[src/rtl/rt_ibex_window_pkg.sv]
// Shared types and frame layout for the register-window spill/fill controller.
// The EABI index table is also used by the regfile's offset decode.
package rt_ibex_window_pkg;

    localparam int unsigned FrameWords = 9;
    localparam int unsigned FrameBytes = 36;

    typedef enum logic [2:0] {
        S_IDLE,
        S_ACK,
        S_SPILL_REQ,
        S_SPILL_WAIT,
        S_SPILL_DONE,
        S_FILL_REQ,
        S_FILL_WAIT,
        S_FILL_DONE
    } spill_state_e;

    typedef enum logic [2:0] {
        ACK_PUSH,
        ACK_POP,
        ACK_OVF,
        ACK_ERR_PUSH,
        ACK_ERR_POP,
        ACK_ERR_BOTH
    } ack_kind_e;

    // Frame slots 0..6 hold x1, x5, x10, x11, x12, x13, x15 (entry 0 is the LSB slice).
    localparam logic [6:0][4:0] EabiTable = {
        5'd15, 5'd13, 5'd12, 5'd11, 5'd10, 5'd5, 5'd1
    };

    function automatic logic [4:0] eabi_idx_to_addr(input logic [3:0] idx);
        logic [4:0] a;
        a = 5'd0;
        if (idx < 4'd7) begin
            a = EabiTable[idx[2:0]];
        end
        return a;
    endfunction

endpackage

[src/rtl/rt_ibex_window_spill_ctrl.sv]
// Register-window push/pop controller: spills the top window to a descending
// memory stack on interrupt entry when the regfile is full, and fills it back on mret.
module rt_ibex_window_spill_ctrl
    import rt_ibex_window_pkg::*;
#(
    parameter int unsigned NumRegisterWindows = 4,
    parameter int unsigned MaxSpillDepth      = 8,
    parameter logic [31:0] SpillBase          = 32'h0001_0000
) (
    input  logic        clk_i,
    input  logic        rst_ni,
    input  logic        push_req_i,
    input  logic        pop_req_i,
    output logic        push_ack_o,
    output logic        pop_ack_o,
    output logic        busy_o,
    input  logic        window_full_i,
    output logic        increment_ptr_o,
    output logic        decrement_ptr_o,
    output logic        save_csr_o,
    input  logic [31:0] mcause_i,
    input  logic [31:0] mepc_i,
    output logic [4:0]  rf_raddr_o,
    input  logic [31:0] rf_rdata_i,
    output logic [4:0]  rf_waddr_o,
    output logic [31:0] rf_wdata_o,
    output logic        rf_we_o,
    output logic        csr_restore_o,
    output logic [31:0] mcause_o,
    output logic [31:0] mepc_o,
    output logic        data_req_o,
    output logic        data_we_o,
    output logic [31:0] data_addr_o,
    output logic [31:0] data_wdata_o,
    input  logic        data_gnt_i,
    input  logic        data_rvalid_i,
    input  logic        data_err_i,
    input  logic [31:0] data_rdata_i,
    output logic        overflow_o,
    output logic        err_o
);

    localparam int unsigned DepthW = $clog2(MaxSpillDepth + 1);
    localparam logic [DepthW-1:0] DepthMax = DepthW'(MaxSpillDepth);
    localparam logic [3:0] LastIdx = 4'(FrameWords - 1);

    if (NumRegisterWindows < 2) begin : g_bad_windows
        $error("NumRegisterWindows must be at least 2");
    end

    spill_state_e      r_state, w_state_nx;
    ack_kind_e         r_kind, w_kind_nx;
    logic [3:0]        r_idx, w_idx_nx;
    logic [31:0]       r_ptr;
    logic [DepthW-1:0] r_depth;
    logic [31:0]       r_wdata;
    logic              r_hold;
    logic [31:0]       r_mcause;
    logic [31:0]       r_mepc;

    logic        w_spill;
    logic        w_fill_req;
    logic        w_rsp;
    logic        w_fill_rsp;
    logic        w_last;
    logic [4:0]  w_arch;
    logic [31:0] w_src;
    logic [31:0] w_off;
    logic [31:0] w_frame_lo;

    assign w_spill    = (r_state == S_SPILL_REQ);
    assign w_fill_req = (r_state == S_FILL_REQ);
    assign w_rsp      = data_rvalid_i &&
                        ((r_state == S_SPILL_WAIT) || (r_state == S_FILL_WAIT));
    assign w_fill_rsp = data_rvalid_i && !data_err_i && (r_state == S_FILL_WAIT);
    assign w_last     = (r_idx == LastIdx);
    assign w_arch     = eabi_idx_to_addr(r_idx);
    assign w_src      = (r_idx == 4'd7) ? mcause_i :
                        (r_idx == 4'd8) ? mepc_i : rf_rdata_i;
    assign w_off      = {26'd0, r_idx, 2'b00};
    assign w_frame_lo = r_ptr - 32'(FrameBytes);

    always_comb begin
        w_state_nx = r_state;
        w_kind_nx  = r_kind;
        w_idx_nx   = r_idx;
        unique case (r_state)
            S_IDLE: begin
                w_idx_nx = 4'd0;
                if (push_req_i && pop_req_i) begin
                    w_state_nx = S_ACK;
                    w_kind_nx  = ACK_ERR_BOTH;
                end else if (push_req_i) begin
                    if (!window_full_i) begin
                        w_state_nx = S_ACK;
                        w_kind_nx  = ACK_PUSH;
                    end else if (r_depth == DepthMax) begin
                        w_state_nx = S_ACK;
                        w_kind_nx  = ACK_OVF;
                    end else begin
                        w_state_nx = S_SPILL_REQ;
                    end
                end else if (pop_req_i) begin
                    if (r_depth == '0) begin
                        w_state_nx = S_ACK;
                        w_kind_nx  = ACK_POP;
                    end else begin
                        w_state_nx = S_FILL_REQ;
                    end
                end
            end
            S_SPILL_REQ: if (data_gnt_i) w_state_nx = S_SPILL_WAIT;
            S_FILL_REQ:  if (data_gnt_i) w_state_nx = S_FILL_WAIT;
            S_SPILL_WAIT, S_FILL_WAIT: begin
                if (w_rsp) begin
                    if (data_err_i) begin
                        w_state_nx = S_ACK;
                        w_kind_nx  = (r_state == S_SPILL_WAIT) ? ACK_ERR_PUSH
                                                               : ACK_ERR_POP;
                    end else if (w_last) begin
                        w_state_nx = (r_state == S_SPILL_WAIT) ? S_SPILL_DONE
                                                               : S_FILL_DONE;
                    end else begin
                        w_idx_nx   = r_idx + 4'd1;
                        w_state_nx = (r_state == S_SPILL_WAIT) ? S_SPILL_REQ
                                                               : S_FILL_REQ;
                    end
                end
            end
            S_ACK, S_SPILL_DONE, S_FILL_DONE: w_state_nx = S_IDLE;
            default: w_state_nx = S_IDLE;
        endcase
    end

    // Handshake and regfile strobes are pure functions of the registered state.
    always_comb begin
        push_ack_o      = 1'b0;
        pop_ack_o       = 1'b0;
        increment_ptr_o = 1'b0;
        decrement_ptr_o = 1'b0;
        save_csr_o      = 1'b0;
        csr_restore_o   = 1'b0;
        overflow_o      = 1'b0;
        err_o           = 1'b0;
        unique case (r_state)
            S_ACK: begin
                push_ack_o      = r_kind inside {ACK_PUSH, ACK_OVF, ACK_ERR_PUSH};
                pop_ack_o       = r_kind inside {ACK_POP, ACK_ERR_POP};
                increment_ptr_o = (r_kind == ACK_PUSH);
                save_csr_o      = (r_kind == ACK_PUSH);
                decrement_ptr_o = (r_kind == ACK_POP);
                overflow_o      = (r_kind == ACK_OVF);
                err_o           = r_kind inside {ACK_ERR_PUSH, ACK_ERR_POP,
                                                 ACK_ERR_BOTH};
            end
            S_SPILL_DONE: begin
                save_csr_o = 1'b1;
                push_ack_o = 1'b1;
            end
            S_FILL_DONE: begin
                csr_restore_o = 1'b1;
                pop_ack_o     = 1'b1;
            end
            default: ;
        endcase
    end

    assign busy_o       = !(r_state inside {S_IDLE, S_ACK});
    assign data_req_o   = w_spill || w_fill_req;
    assign data_we_o    = w_spill;
    assign data_addr_o  = w_spill    ? w_frame_lo + w_off :
                          w_fill_req ? r_ptr + w_off : 32'd0;
    // First request cycle forwards the live source; later cycles replay the capture.
    assign data_wdata_o = !w_spill ? 32'd0 : (r_hold ? r_wdata : w_src);
    assign rf_raddr_o   = w_spill ? w_arch : 5'd0;
    assign rf_we_o      = w_fill_rsp && (r_idx < 4'd7);
    assign rf_waddr_o   = rf_we_o ? w_arch : 5'd0;
    assign rf_wdata_o   = rf_we_o ? data_rdata_i : 32'd0;
    assign mcause_o     = r_mcause;
    assign mepc_o       = r_mepc;

    always_ff @(posedge clk_i or negedge rst_ni) begin
        if (!rst_ni) begin
            r_state  <= S_IDLE;
            r_kind   <= ACK_PUSH;
            r_idx    <= 4'd0;
            r_ptr    <= SpillBase;
            r_depth  <= '0;
            r_wdata  <= 32'd0;
            r_hold   <= 1'b0;
            r_mcause <= 32'd0;
            r_mepc   <= 32'd0;
        end else begin
            r_state <= w_state_nx;
            r_kind  <= w_kind_nx;
            r_idx   <= w_idx_nx;
            r_hold  <= w_spill && !data_gnt_i;
            if (w_spill && !r_hold) begin
                r_wdata <= w_src;
            end
            if (w_fill_rsp && (r_idx == 4'd7)) begin
                r_mcause <= data_rdata_i;
            end
            if (w_fill_rsp && (r_idx == 4'd8)) begin
                r_mepc <= data_rdata_i;
            end
            if (r_state == S_SPILL_DONE) begin
                r_ptr   <= r_ptr - 32'(FrameBytes);
                r_depth <= r_depth + DepthW'(1);
            end else if (r_state == S_FILL_DONE) begin
                r_ptr   <= r_ptr + 32'(FrameBytes);
                r_depth <= r_depth - DepthW'(1);
            end
        end
    end

endmodule

[config.mk]
export PLATFORM = sky130hd
export DESIGN_NAME = rt_ibex_window_spill_ctrl
export DESIGN_NICKNAME = d
export VERILOG_FILES = /design/src/rtl/rt_ibex_window_pkg.sv /design/src/rtl/rt_ibex_window_spill_ctrl.sv
export SDC_FILE = /design/constraint.sdc
export NUM_CORES = 1
export LEC_CHECK = 0
export ABC_AREA = 1
export BUFFER_PORTS_ARGS = -buffer_cell sky130_fd_sc_hd__buf_4
export CORE_UTILIZATION = 40
export CTS_CLUSTER_SIZE = 12
export DETAILED_ROUTE_END_ITERATION = 12
export GPL_TIMING_DRIVEN = 0
export SYNTH_ARGS = -nofsm -noshare
export SYNTH_HDL_FRONTEND = slang
export SYNTH_SLANG_ARGS = --single-unit
[constraint.sdc]
create_clock -name clk_i -period 3.6 [get_ports clk_i]
set_input_delay 0 -clock clk_i [delete_from_list [all_inputs] [get_ports clk_i]]
set_output_delay 0 -clock clk_i [all_outputs]
set_load 0.005 [all_outputs]
==> run metrics <==
Post-synth EDFFs=0; RSZ-0062 raised after global routing=no; Tightest Pin Transition=0.911 ns; Startpoint Class=register; data required time of the worst path=3.60 ns; Pins Over Slew Limit=0; P_int=4.36 mW; fin crit share=93.7%; clk sinks=141; kind of critical path=register to output port; Hold Vio Cnt, Final=0; post-layout util=57.4%; Iteration-0 DRC Markers=861; n_diodes=0; Peak VDD IR=between 0.3 and 0.4 mV; drt via density=~5.3; Async SR Flop Fraction=100%; Worst Skew=0.0236 ns; # DRC=0; Layout Cells excl Fill=between 2000 and 2500; fin nets=2115; Worst Hold Class=input pin to register; Max Cap Violations=0; Final Critical Period=about 3.4 ns; area share of the largest cell type after synthesis=33.9%; cell area after synthesis=0.0103 mm²; Mapped Cells=1551; flops & latches, synth=141; H-tree lvl count=4; initial antenna violation count=0; status=finished, final reports clean; PortBufs=313; register-to-register setup slack=roughly 0.36 ns; leakage=7.16 nW; # IOs=318; layout cells sized above 1=between 20% and 30%; combinational power share=50.0%; largest net degree at the start of global routing=73; Synth area leaders=dfrtp_1, nand2_1, o21ai_0; Tot GR Track Use=32.7%; sequential power share=a little over a quarter; post-synth cell types=54; FMAX=296 MHz; worst rel slew slack=roughly 39%; sequential area share after synthesis=34.2%; worst skew pair latency=0.44 ns; Yosys warnings=0; Setup violations, final=0; crit-path max FO=5; dominant synthesized flop cell=dfrtp_1; most common cell after layout, fill and taps aside=nand2_1; final wirelength=42800 µm; via count of the first global-routing pass=11769; Clock Pin Slew Worst Setup and Hold Paths=0.07 ns; DIE AREA=0.0265 mm²; Area Growth Syn to Fin=40.4%; Power Density=568 mW/mm²; Switching Fraction=a little under half; Num CTS Buffers=17; Std-Cell Rows=58; Die Y=163 µm; via count=12159; Routed Antenna Nets=0; placer congestion estimate=1.02; Placed Instances=2198; Worst Path Arrival=3.37 ns; Placeable Area=0.0253 mm²; Setup crit end kind=output port; Syn Area/Cell=6.66 µm²; CTS max path bufs=2; buffer count from post-CTS setup fixing=0; CTS tree=done; Clock Power Share=a little under a quarter; first-pass GRT wire length=roughly 66000 µm; Die X=163 µm; setup TNS=0 ns; WHS=0.0134 ns; global route overflow=0; area leader, netlist=dfrtp_1; P_sw=3.87 mW; DP HPWL=33600 µm; First-pass DRT Iterations=5; most frequent cells in the layout=nand2_1, buf_4, nor2_1, o21ai_0, inv_1; Initial Util=40.9%; Clock Tree Root=clkbuf_16; Avg WL per Cell=18.6 µm
## synthesized netlist by cell type (2+ instances only)
cell and instances:
buf_2 10, buf_6 3, nor3_2 3, nor2_8 2, or2_2 4, o21ai_1 8
a21oi_1 36, a31oi_1 4, nor2_1 213, xor2_1 22, clkbuf_1 48, nor4_1 5
nor2_2 16, nand3_1 83, nand2_4 4, o21ai_2 2, o211ai_1 4, o32ai_1 2
nand2_1 380, dfrtp_1 140, a221oi_1 3, fa_1 3, nand3_2 3, inv_1 184
nor2_4 14, o21ai_0 194, buf_4 7, o31ai_1 37, o221ai_1 5, nor3_1 20
ha_1 17, nand2_2 16, o22ai_1 10, xnor2_1 3, a22oi_1 3, inv_2 10
a32o_1 2, nand4_1 15
## metal layers
layer | wire length (µm) | vias up | global-route usage [%]
li1 | - | 5827 | -
met1 | 17000 | 5771 | 38.2
met2 | 21000 | 446 | 55.7
met3 | 2750 | 115 | 7.56
met4 | 2120 | 0 | 17.2
met5 | 0 | - | 0
## final timing paths
check | cells after the start | endpoint | startpoint
min in group asynchronous | 2 | r_ptr[28] | rst_ni
setup / recovery | 14 | data_addr_o[20] | r_ptr[2]
hold reg to reg | 2 | mcause_o[21] | mcause_o[21]
setup reg to reg | 11 | r_depth[3] | r_state[2]
max in group asynchronous | 3 | r_wdata[30] | rst_ni
hold / removal | 5 | r_wdata[11] | mepc_i[11]
## flip-flops by register name (all words and copies together), names as in the netlist
register	flops
mepc_o	32
r_hold	1
r_depth	4
r_ptr	30
r_idx	4
mcause_o	32
r_kind	3
r_wdata	32
r_state	3
## power by group through the flow
stage	clock, mW	sequential (mW)	combinational [mW]
finish	1.86	2.26	4.11
global route	1.95	2.30	4.55
CTS	1.89	2.25	4.08
detailed placement	0	2.28	3.99
global placement	0	2.27	3.94
floorplan	0	2.18	2.48
## worst max-delay path, stage by stage, from the launching register on
cell,delay (ns)
dfrtp_2,0.45
inv_1,0.17
ha_2,0.28
xor2_1,0.12
ha_1,0.34
nand2_1,0.08
nand2_1,0.06
a21oi_1,0.07
nor2_1,0.21
nand3_2,0.19
nor2_4,0.20
nand4_1,0.16
o21ai_0,0.30
nand2_1,0.13
buf_4,0.16
## repair_timing
item	in CTS	in global routing
hold buffers	72	0
endpoints found under the hold margin	169	0
endpoints found under the setup margin	0	17
resized for setup	0	5
## cell type report
| type | count | area (µm²) |
|---|---|---|
| fill | 2495 | 10800 |
| multi-input combinational | 1148 | 5760 |
| sequential | 141 | 3530 |
| timing repair buffer | 386 | 3100 |
| inverter | 196 | 741 |
| clock buffer | 17 | 425 |
| tap | 330 | 413 |
| buffer | 69 | 320 |
| clock inverter | 15 | 209 |
## per-stage QoR
| stage | worst slack, ns | total power, mW | instance area [µm²] |
|---|---|---|---|
| after floorplan | 1.16 | 4.66 | 10300 |
| after global placement | 0.444 | 6.21 | 13100 |
| after detailed placement | 0.428 | 6.27 | 13100 |
| after CTS | 0.0757 | 8.23 | 14500 |
| after global routing | 0.00356 | 8.81 | 14500 |
| final | 0.225 | 8.23 | 14500 |
## cells by family after synthesis
group / after synthesis / synth area share, %
XOR/XNOR: 25 / 2.12
AND/OR/NAND/NOR: 782 / 33.2
AO/OA/AOI/OAI: 317 / 17.5
buffers and inverters: 265 / 10.3
adder cells (fa/ha/maj): 20 / 2.64
flip-flops: 141 / 34.2
other: 1 / 0.0363
No activity file was read; power rests on OpenSTA's default activity.
